File: src/rtl/irq_sched_block.sv
// irq_sched_block: edge-latched, masked interrupt scheduler that drains the MIPS pipeline,
// redirects fetch to a per-source vector and returns to the saved PC on eoi. Option macro: IRQ_ROTATE_PRIO_EN.
module irq_sched_block #(
  parameter int          N_SRC        = 4,
  parameter int          IDW          = 2,
  parameter logic [15:0] VEC_BASE     = 16'h0100,
  parameter int          VEC_SHIFT    = 4,
  parameter int          DRAIN_CYCLES = 3
) (
  input  logic             clk,
  input  logic             reset,
  input  logic [N_SRC-1:0] irq_in,
  input  logic             mask_wr,
  input  logic [N_SRC-1:0] mask_data,
  input  logic             eoi,
  input  logic [15:0]      current_address,
  output logic             stall_req,
  output logic             pc_mux_sel,
  output logic [15:0]      jmp_loc,
  output logic [15:0]      epc,
  output logic             irq_active,
  output logic [IDW-1:0]   irq_id,
  output logic [N_SRC-1:0] pending,
  output logic [N_SRC-1:0] mask_out
);

  typedef enum logic [2:0] {S_IDLE, S_DRAIN, S_VECTOR, S_SERVICE, S_RETURN} state_t;

  state_t           state_q, state_d;
  logic [N_SRC-1:0] irq_prev_q, irq_prev_d;
  logic [N_SRC-1:0] pending_q, pending_d;
  logic [N_SRC-1:0] mask_q, mask_d;
  logic [N_SRC-1:0] eligible, rise, vec_clr;
  logic [15:0]      epc_q, epc_d;
  logic [IDW-1:0]   irq_id_q, irq_id_d;
  logic [IDW-1:0]   win_id, cand;
  logic [3:0]       cnt_q, cnt_d;
  logic             win_found;

`ifdef IRQ_ROTATE_PRIO_EN
  logic [IDW-1:0]   ptr_q, ptr_d;

  // The source after the one just vectored becomes the highest priority.
  always_comb begin
    ptr_d = ptr_q;
    if (state_q == S_VECTOR) ptr_d = IDW'((int'(irq_id_q) + 1) % N_SRC);
  end
`endif

  assign rise     = irq_in & ~irq_prev_q;
  assign eligible = pending_q & mask_q;

  always_comb begin
    win_found = 1'b0;
    win_id    = '0;
    cand      = '0;
    for (int i = 0; i < N_SRC; i++) begin
`ifdef IRQ_ROTATE_PRIO_EN
      cand = IDW'((int'(ptr_q) + i) % N_SRC);
`else
      cand = IDW'(i);
`endif
      if (!win_found && eligible[cand]) begin
        win_found = 1'b1;
        win_id    = cand;
      end
    end
  end

  always_comb begin
    state_d    = state_q;
    cnt_d      = cnt_q;
    irq_id_d   = irq_id_q;
    epc_d      = epc_q;
    vec_clr    = '0;
    stall_req  = 1'b0;
    pc_mux_sel = 1'b0;
    jmp_loc    = 16'h0000;
    irq_active = 1'b0;
    case (state_q)
      S_IDLE: begin
        if (win_found) begin
          irq_id_d = win_id;
          epc_d    = current_address;
          cnt_d    = 4'(DRAIN_CYCLES - 1);
          state_d  = S_DRAIN;
        end
      end
      S_DRAIN: begin
        stall_req = 1'b1;
        if (cnt_q == 4'd0) state_d = S_VECTOR;
        else               cnt_d   = cnt_q - 4'd1;
      end
      S_VECTOR: begin
        stall_req         = 1'b1;
        pc_mux_sel        = 1'b1;
        jmp_loc           = VEC_BASE + (16'(irq_id_q) << VEC_SHIFT);
        vec_clr[irq_id_q] = 1'b1;
        state_d           = S_SERVICE;
      end
      S_SERVICE: begin
        irq_active = 1'b1;
        if (eoi) state_d = S_RETURN;
      end
      S_RETURN: begin
        pc_mux_sel = 1'b1;
        jmp_loc    = epc_q;
        irq_active = 1'b1;
        state_d    = S_IDLE;
      end
      default: state_d = S_IDLE;
    endcase
  end

  // A fresh edge on the source being vectored outranks its clear.
  assign pending_d  = (pending_q & ~vec_clr) | rise;
  assign mask_d     = mask_wr ? mask_data : mask_q;
  assign irq_prev_d = irq_in;

  always_ff @(posedge clk or posedge reset) begin
    if (reset) begin
      state_q    <= S_IDLE;
      irq_prev_q <= '0;
      pending_q  <= '0;
      mask_q     <= '0;
      epc_q      <= '0;
      irq_id_q   <= '0;
      cnt_q      <= '0;
`ifdef IRQ_ROTATE_PRIO_EN
      ptr_q      <= '0;
`endif
    end else begin
      state_q    <= state_d;
      irq_prev_q <= irq_prev_d;
      pending_q  <= pending_d;
      mask_q     <= mask_d;
      epc_q      <= epc_d;
      irq_id_q   <= irq_id_d;
      cnt_q      <= cnt_d;
`ifdef IRQ_ROTATE_PRIO_EN
      ptr_q      <= ptr_d;
`endif
    end
  end

  assign epc      = epc_q;
  assign irq_id   = irq_id_q;
  assign pending  = pending_q;
  assign mask_out = mask_q;

endmodule

File: config.mk
export PLATFORM = sky130hd
export DESIGN_NAME = irq_sched_block
export DESIGN_NICKNAME = d
export VERILOG_FILES = /design/src/rtl/irq_sched_block.sv
export SDC_FILE = /design/constraint.sdc
export NUM_CORES = 1
export LEC_CHECK = 0
export CORE_UTILIZATION = 42
export DETAILED_ROUTE_END_ITERATION = 16
export GPL_TIMING_DRIVEN = 0
export PLACE_DENSITY = 0.8
export SETUP_SLACK_MARGIN = 0.05
export SLEW_MARGIN = 20
export SYNTH_ARGS = -nofsm -noshare
export SYNTH_HDL_FRONTEND = slang
export SYNTH_SLANG_ARGS = --single-unit
File: constraint.sdc
create_clock -name clk -period 2.16 [get_ports clk]
set_clock_uncertainty 0.1 [all_clocks]
set_input_delay 0.216 -clock clk [delete_from_list [all_inputs] [get_ports clk]]
set_output_delay 0.216 -clock clk [all_outputs]
set_load 0.01 [all_outputs]
# Yosys cells after proc, flatten, opt, wreduce, memory -nomap -nowiden
# Index checks and enable logic that the tools add are counted.
# totals
register_bits	37
inputBits	28
out_inout_bits	45
# op_classes
addsub	2
order_cmp	2
eq_ne	8
mux	21
n_bitwise	6
reduce_logical	16
# ops
cell	count
$pmux 16 s2	1
$and 4x4->4	3
$mux 4	3
$pmux 3 s4	1
$add 9x6->10 const A	1
$mux 1	9
$mux 3	3
$ne 2x2->1 const B	4
$not 4->4	2
$pmux 4 s2	1
$eq 3x2->1 const B	2
$reduce_and 3->1	2
$reduce_or 2->1	3
$logic_and 1x1->1	4
$logic_not 4->1	1
$mux 2	2
$or 4x4->4	1
$sub 4x1->4 const B	1
$eq 3x1->1 const B	1
$eq 3x3->1 const B	1
$logic_not 1->1	3
$logic_not 3->1	1
$lt 2x3->1 const B	1
$demux 1 s2	1
other kinds (3)	3

# Longest topological paths before layout
# Gate-level depths: netlist of run 1.
# logic_depth
depth_word	13
depth_mapped	6
ltp_nobuf	6

# Worst setup path after synthesis of run 1
# Ideal clock, no wire load.
# synth_path
path_kind	reg2reg
start	reg state_q[2]
end	reg epc_q[10], in the netlist epc[10]
setup_time_ns	0.125
t_arrival_ns	1.413
required_time_ns	1.935
slack_ns	0.523
stages_incl_launch_ff	6
period_less_slack_ns	1.637
cell_sequence	dfrtp_1 -> buf_2 -> nor3_1 -> o21a_1 -> buf_4 -> mux2_2
# synth_between
elab_chain_len	2
# synth_rtl
element	line_no	text
from (decl)	29	state_t state_q, state_d;
from (signal assigned)	133	state_q <= state_d;
$logic_not 3->1	80	case (state_q)
$reduce_and 2->1 (no source line)	--	
to (signal assigned)	137	epc_q <= epc_d;
to (decl)	34	logic [15:0] epc_q, epc_d;
# Every way passes these cells.
# A chain may end at the register's enable or synchronous reset.

# Final worst setup path of run 1
# layout_path
start	reg state_q[1]
end	out jmp_loc[10]
# layout_between
elab_chain_len	2
word_cells_on_any_way	3
classes_between	2 x eq/ne; 1 x mux
# layout_rtl
element	line_no	text
$eq 3x3->1 / $eq 3x2->1 (equally long branches)	80	
$pmux 16 s2 (*)	80	
to (decl)	19	output logic [15:0] jmp_loc,
# Every way passes the cells marked *; elsewhere a longest branch is shown, timed or not.

==> results of run 1 <==
[repair_timing]
item	CTS	global route
setup endpoints to repair	18	6
buffers inserted	7	5
resized for setup	34	7
pin swaps	1	0
[state kept, by name, summed over array words and instances (netlist names)]
register	cells
mask_out	4
irq_id	2
epc	16
pending	4
irq_prev_q	4
cnt_q	4
state_q	3
[cell usage in the layout, fill, tap and decap left out, types with 2 or more instances in the layout]
| master | instances |
|---|---|
| inv_1 | 7 |
| xnor2_1 | 2 |
| clkdlybuf4s50_1 | 54 |
| ha_1 | 2 |
| nor3b_4 | 2 |
| mux2_2 | 21 |
| nor2_1 | 6 |
| buf_2 | 2 |
| clkbuf_2 | 3 |
| clkdlybuf4s15_1 | 2 |
| a22o_1 | 2 |
| dlygate4sd2_1 | 11 |
| nor3b_1 | 3 |
| buf_4 | 14 |
| clkbuf_8 | 7 |
| nand2_1 | 12 |
| o22ai_1 | 2 |
| nor4_1 | 2 |
| and2_1 | 13 |
| a21oi_1 | 4 |
| o21ai_0 | 5 |
| buf_6 | 3 |
| dfrtp_1 | 37 |
[worst max-delay path: stages, from the launching register on]
cell           delay (ns)
dfrtp_1              0.42
buf_6                0.16
nor3b_4              0.23
buf_6                0.14
buf_4                0.12
and2_1               0.12
dlygate4sd2_1        0.26
[stage by stage]
stage / hold slack, ns / total power, mW / util / setup WS (ns) / setup TNS (ns)
after global routing: 0.3013 / 3.581 / 0.7104 / 0.05167 / 0
after floorplan: 0.1474 / 1.956 / - / 0.5226 / 0
after detailed placement: 0.3200 / 2.680 / 0.6566 / -0.4464 / -4.597
final: 0.2751 / 3.381 / 0.7104 / 0.1001 / 0
after global placement: 0.3032 / 2.612 / 0.6566 / -0.3450 / -3.150
after CTS: 0.2887 / 3.354 / 0.7070 / 0.05514 / 0
[routing by layer]
layer | wire length (µm) | vias to the layer above | global-route usage | part of all wire
met5 | 0 | - | 0 | 0
met4 | 58 | 0 | 0.08424 | 0.013
met3 | 321 | 8 | 0.07639 | 0.072
met2 | 2296 | 60 | 0.3866 | 0.52
met1 | 1772 | 717 | 0.2643 | 0.40
li1 | - | 671 | - | -
[power groups by stage]
stage          clock (mW)  sequential [mW]  combinational (mW)
5_1_grt             0.659             1.23                1.69
2_1_floorplan           0             1.23               0.728
3_5_place_dp            0             1.18                1.50
4_1_cts             0.634             1.18                1.54
6_report            0.625             1.18                1.57
3_3_place_gp            0             1.17                1.45
[cell families (layout without fill, tap and decap cells)]
logic type      Yosys count  after routing  synth area share
buf+inv                  14            106           0.04132
flops                    37             37            0.5461
compound gates           18             18           0.06790
fa+ha+maj                 2              2           0.01476
xor+xnor                  2              2           0.01033
simple gates             48             48            0.1742
mux                      22             22            0.1454
[worst paths after layout]
kind | startpoint | end | slack (ns)
max | state_q[1]$_DFFE_PP0P_ | jmp_loc[10] | 0.10
min | reset | epc[11]$_DFFE_PP0P_ | 0.28
max reg2reg | state_q[2]$_DFFE_PP0P_ | epc[7]$_DFFE_PP0P_ | 0.28
min reg2reg | irq_prev_q[3]$_DFF_PP0_ | pending[3]$_DFF_PP0_ | 0.34
max in group asynchronous | reset | state_q[0]$_DFFE_PP0P_ | 1.19
min in group clk | irq_in[2] | irq_prev_q[2]$_DFF_PP0_ | 0.29
[area by class of cell]
| cell class | instances | share of cell area |
|---|---|---|
| Sequential cell | 37 | 0.3456 |
| Clock buffer | 7 | 0.03223 |
| Inverter | 8 | 0.01121 |
| Buffer | 6 | 0.02195 |
| Multi-Input combinational cell | 92 | 0.2658 |
| Clock inverter | 1 | 0.01121 |
| Tap cell | 48 | 0.02242 |
| Timing Repair Buffer | 84 | 0.2896 |
==> impl_metrics.json, run 1 <==
{
  "syn_area_per_cell_um2": 11.86,
  "pwr-share-comb": 0.465,
  "start_util": 0.4496,
  "ys.flop_type": "dfrtp_1",
  "drc": 0,
  "worstRegToRegCells": 5,
  "routabilityCongestion": 0.7941,
  "io_buffers": 72,
  "multi_input_area_um2": 711.9,
  "synthTopCellsByArea": "dfrtp_1 (55%), mux2_2 (14%), and2_1 (4.8%)",
  "crit_path_max_fanout": 9,
  "async_flop_share": 1.000,
  "clkPwrFrac": 0.185,
  "dieArea_um2": 4295,
  "firstDrtPassIters": 4,
  "p_sw_mw": 1.135,
  "start_kind": "flop",
  "regArea_um2": 925.9,
  "io_pins": 73,
  "grt_pass1_vias": 1584,
  "coreArea_um2": 3771,
  "critical_path_class": "reg -> out",
  "fillCellCount": 258,
  "drv_slew": 0,
  "die_h_um": 65.54,
  "maxCapViolations": 0,
  "yosys-top-cells-count": "dfrtp_1 (37), mux2_2 (21), and2_1 (13), nand2_1 (12), inv_1 (8)",
  "placed_cells": 263,
  "area_growth_pct": 58.01,
  "numCtsBuffers": 5,
  "antenna_found_initial": 0,
  "clk_path_buf_depth": 2,
  "period_minus_slack_ns": 2.060,
  "drt-initial-drc-count": 63,
  "synth_cell_types": 35,
  "dp_hpwl_mm": 3.044,
  "antenna_cells": 0,
  "grt_setup_unrepaired": "no",
  "synth_top_area_frac": 0.5461,
  "status": "completed",
  "p_seq_frac": 0.350,
  "drt_wl_total_mm": 4.449,
  "post_drt_wl_per_cell_um": 15.72,
  "fmax_mhz": 485.5,
  "syn_nets": 173,
  "hold_path_class": "in -> async",
  "setup_violations": 0,
  "place_area_um2": 2476,
  "ant_nets": 0,
  "clock_sinks": 37,
  "grt_max_degree": 38,
  "grt_remaining_overflow": 0,
  "finalCritPeriodShare": 0.9537,
  "finalHoldViolCount": 0,
  "drive_above_1_share": 0.2426,
  "grt_usage": 0.2275,
  "p_leak_nw": 1.253,
  "synth_area_um2": 1695,
  "p_int_mw": 2.246,
  "stdcell_count": 283,
  "worstPathRequired_ns": 1.84,
  "power_density_nw_per_um2": 1262,
  "fin_area_um2": 2679,
  "synth-edff-count": 0,
  "syn-instance-count": 143,
  "htreeDepth": 2,
  "slew_headroom": 0.4912,
  "crit_arrival_ns": 1.74,
  "ir_drop_mv": 0.6998,
  "cts_tree": "yes",
  "clk_pin_slew_ns": 0.08,
  "worstSkewPairLatency_ns": 0.29,
  "switching_share": 0.3356,
  "synth.most_common_cell": "dfrtp_1",
  "finalNetCount": 264,
  "worst_slew_pin_slew_ns": 0.7620,
  "ys_seq_elements": 37,
  "clockRootBuffer": "clkbuf_8",
  "die_width_um": 65.54,
  "routed_via_density": 5.145,
  "yosys.area.top_type": "dfrtp_1",
  "ys_seq_area_frac": 0.5461,
  "end_kind": "output port",
  "hold_buffers": 0,
  "grt_pass1_wl_mm": 7.176,
  "num_rows": 22,
  "dr_total_vias": 1456,
  "yosysWarnings": 0
}
Power figures use the tool's default switching activity.
==> inputs of run 2 (changes only) <==
--- a/config.mk
+++ b/config.mk
@@ -9,6 +9,7 @@
 export DETAILED_ROUTE_END_ITERATION = 16
 export GPL_TIMING_DRIVEN = 0
 export PLACE_DENSITY = 0.8
+export REMOVE_ABC_BUFFERS = 1
 export SETUP_SLACK_MARGIN = 0.05
 export SLEW_MARGIN = 20
 export SYNTH_ARGS = -nofsm -noshare
==> impl_metrics.json, run 2 (synthesis gave the netlist of run 1 again) <==
{
  "drc": 0,
  "post_drt_wl_per_cell_um": 16.49,
  "end_kind": "output port",
  "drt_wl_total_mm": 4.584,
  "die_width_um": 65.54,
  "grt_pass1_wl_mm": 7.238,
  "use_met3": 0.08507,
  "routed_via_density": 5.086,
  "htreeDepth": 2,
  "p_leak_nw": 1.393,
  "drv_slew": 0,
  "antenna_found_initial": 0,
  "routabilityCongestion": 0.7351,
  "maxCapViolations": 0,
  "coreArea_um2": 3771,
  "crit_arrival_ns": 1.74,
  "grt_max_degree": 38,
  "use_met2": 0.3853,
  "slew_headroom": 0.4998,
  "start_kind": "flop",
  "grt_usage": 0.2322,
  "ir_drop_mv": 0.6243,
  "final_cell_mix": "clkdlybuf4s50_1 (54), dfrtp_1 (34), mux2_2 (21)",
  "total_power_mw": 3.352,
  "dr_total_vias": 1414,
  "drive_above_1_share": 0.2304,
  "crit_path_max_fanout": 9,
  "start_util": 0.4496,
  "grt_remaining_overflow": 0,
  "ant_nets": 0,
  "slowest_stage": "dfrtp_2",
  "io_pins": 73,
  "clockRootBuffer": "clkbuf_8",
  "setup_violations": 0,
  "dp_hpwl_mm": 2.928,
  "num_rows": 22,
  "finalNetCount": 259,
  "clock_sinks": 37,
  "worstSkewPairLatency_ns": 0.30,
  "antenna_cells": 0,
  "cts_tree": "yes",
  "grt-busiest-layer": "met2",
  "finalCritPeriodShare": 0.9521,
  "numCtsBuffers": 5,
  "power_density_nw_per_um2": 1233,
  "rr_endpoint": "irq_id[0]$_DFFE_PP0P_",
  "worstPathRequired_ns": 1.84,
  "r2r_start": "state_q[1]$_DFFE_PP0P_",
  "grt_pass1_vias": 1504,
  "clk_pin_slew_ns": 0.08,
  "firstDrtPassIters": 4,
  "critical_path_class": "reg -> out",
  "area_growth_pct": 60.30,
  "fillCellCount": 267,
  "status": "completed",
  "clk_path_buf_depth": 2,
  "io_buffers": 72,
  "layout_commonest_cell": "clkdlybuf4s50_1",
  "grt_setup_unrepaired": "no",
  "drt-initial-drc-count": 91,
  "dieArea_um2": 4295,
  "largest_reg_flops": 16,
  "regToRegSetupSlack_ns": 0.21,
  "fmax_mhz": 486.3,
  "period_minus_slack_ns": 2.056,
  "use_met1": 0.2633,
  "die_h_um": 65.54,
  "worstRegToRegCells": 4,
  "worst_slew_pin_slew_ns": 0.7493,
  "finalHoldViolCount": 0,
  "hold_path_class": "in -> async",
  "crit_path_max_incr_delay_ns": 0.44,
  "startpoint": "state_q[1]$_DFFE_PP0P_",
  "cp_cell_sequence": "nor3b_4 > buf_4 > clkbuf_16 > and2_1 > dlygate4sd2_1",
  "hold_ws_ns": 0.2650,
  "hold_buffers": 0
}
run 2: cell count changes in the layout (fill, tap and decap cells not counted), sizes merged:
cell           delta
dlymetal6s2s     +11
clkinv            +1
clkdlybuf4s15     -2
buf               -7
clkinvlp          +1
dlygate4sd2       -5
clkbuf            -4
run 2: where the power goes:
group | switching (mW) | internal [mW]
registers | 0.248 | 0.954
clock network | 0.274 | 0.346
logic | 0.625 | 0.906
total | 1.15 | 2.21
run 2: cell type report:
| class | count | area (µm²) | share of cell area |
|---|---|---|---|
| sequential | 37 | 929.6 | 0.3421 |
| timing repair buffer | 85 | 863.3 | 0.3177 |
| multi-input combinational | 92 | 719.4 | 0.2647 |
| clock buffer | 5 | 68.82 | 0.02532 |
| tap | 48 | 60.06 | 0.02210 |
| clock inverter | 3 | 46.29 | 0.01703 |
| inverter | 8 | 30.03 | 0.01105 |
run 2: how the worst max path moves through the flow:
stage,slack [ns],to,cells past startpoint
5_1_grt,0.04,jmp_loc[12],5
2_1_floorplan,0.21,epc[0]$_DFFE_PP0P_,3
6_report,0.10,jmp_loc[12],5
4_1_cts,0.01,jmp_loc[4],4
3_3_place_gp,-0.23,jmp_loc[13],3
3_5_place_dp,-0.35,jmp_loc[12],3
run 2: timing repair:
item,in CTS,in global routing
resized for setup,13,14
pin swaps,1,0
cloned,0,1
setup buffers,7,5
endpoints found under the setup margin,36,28
run 2: worst max-delay path: cells and delay by family (launching register included):
| kind | cells | cell delay [ns] |
|---|---|---|
| buffers and inverters | 3 | 0.60 |
| AND/OR/NAND/NOR | 2 | 0.40 |
| flip-flops | 1 | 0.44 |
run 2: stage by stage:
step	instance area, µm²	instances	setup slack (ns)	setup TNS (ns)	util
final	2718	278	0.1035	0	0.7206
after global routing	2718	278	0.04250	0	0.7206
after CTS	2625	272	0.01278	0	0.6961
after detailed placement	2436	257	-0.3515	-8.212	0.6460
after global placement	2436	257	-0.2340	-4.567	0.6460
after floorplan	1655	137	0.2077	0	-
run 2: metal layers:
metal  up-vias  part of all wire
li1        661                 -
met1       694              0.41
met2        51              0.50
met3         8             0.070
met4         0             0.022
met5         -                 0
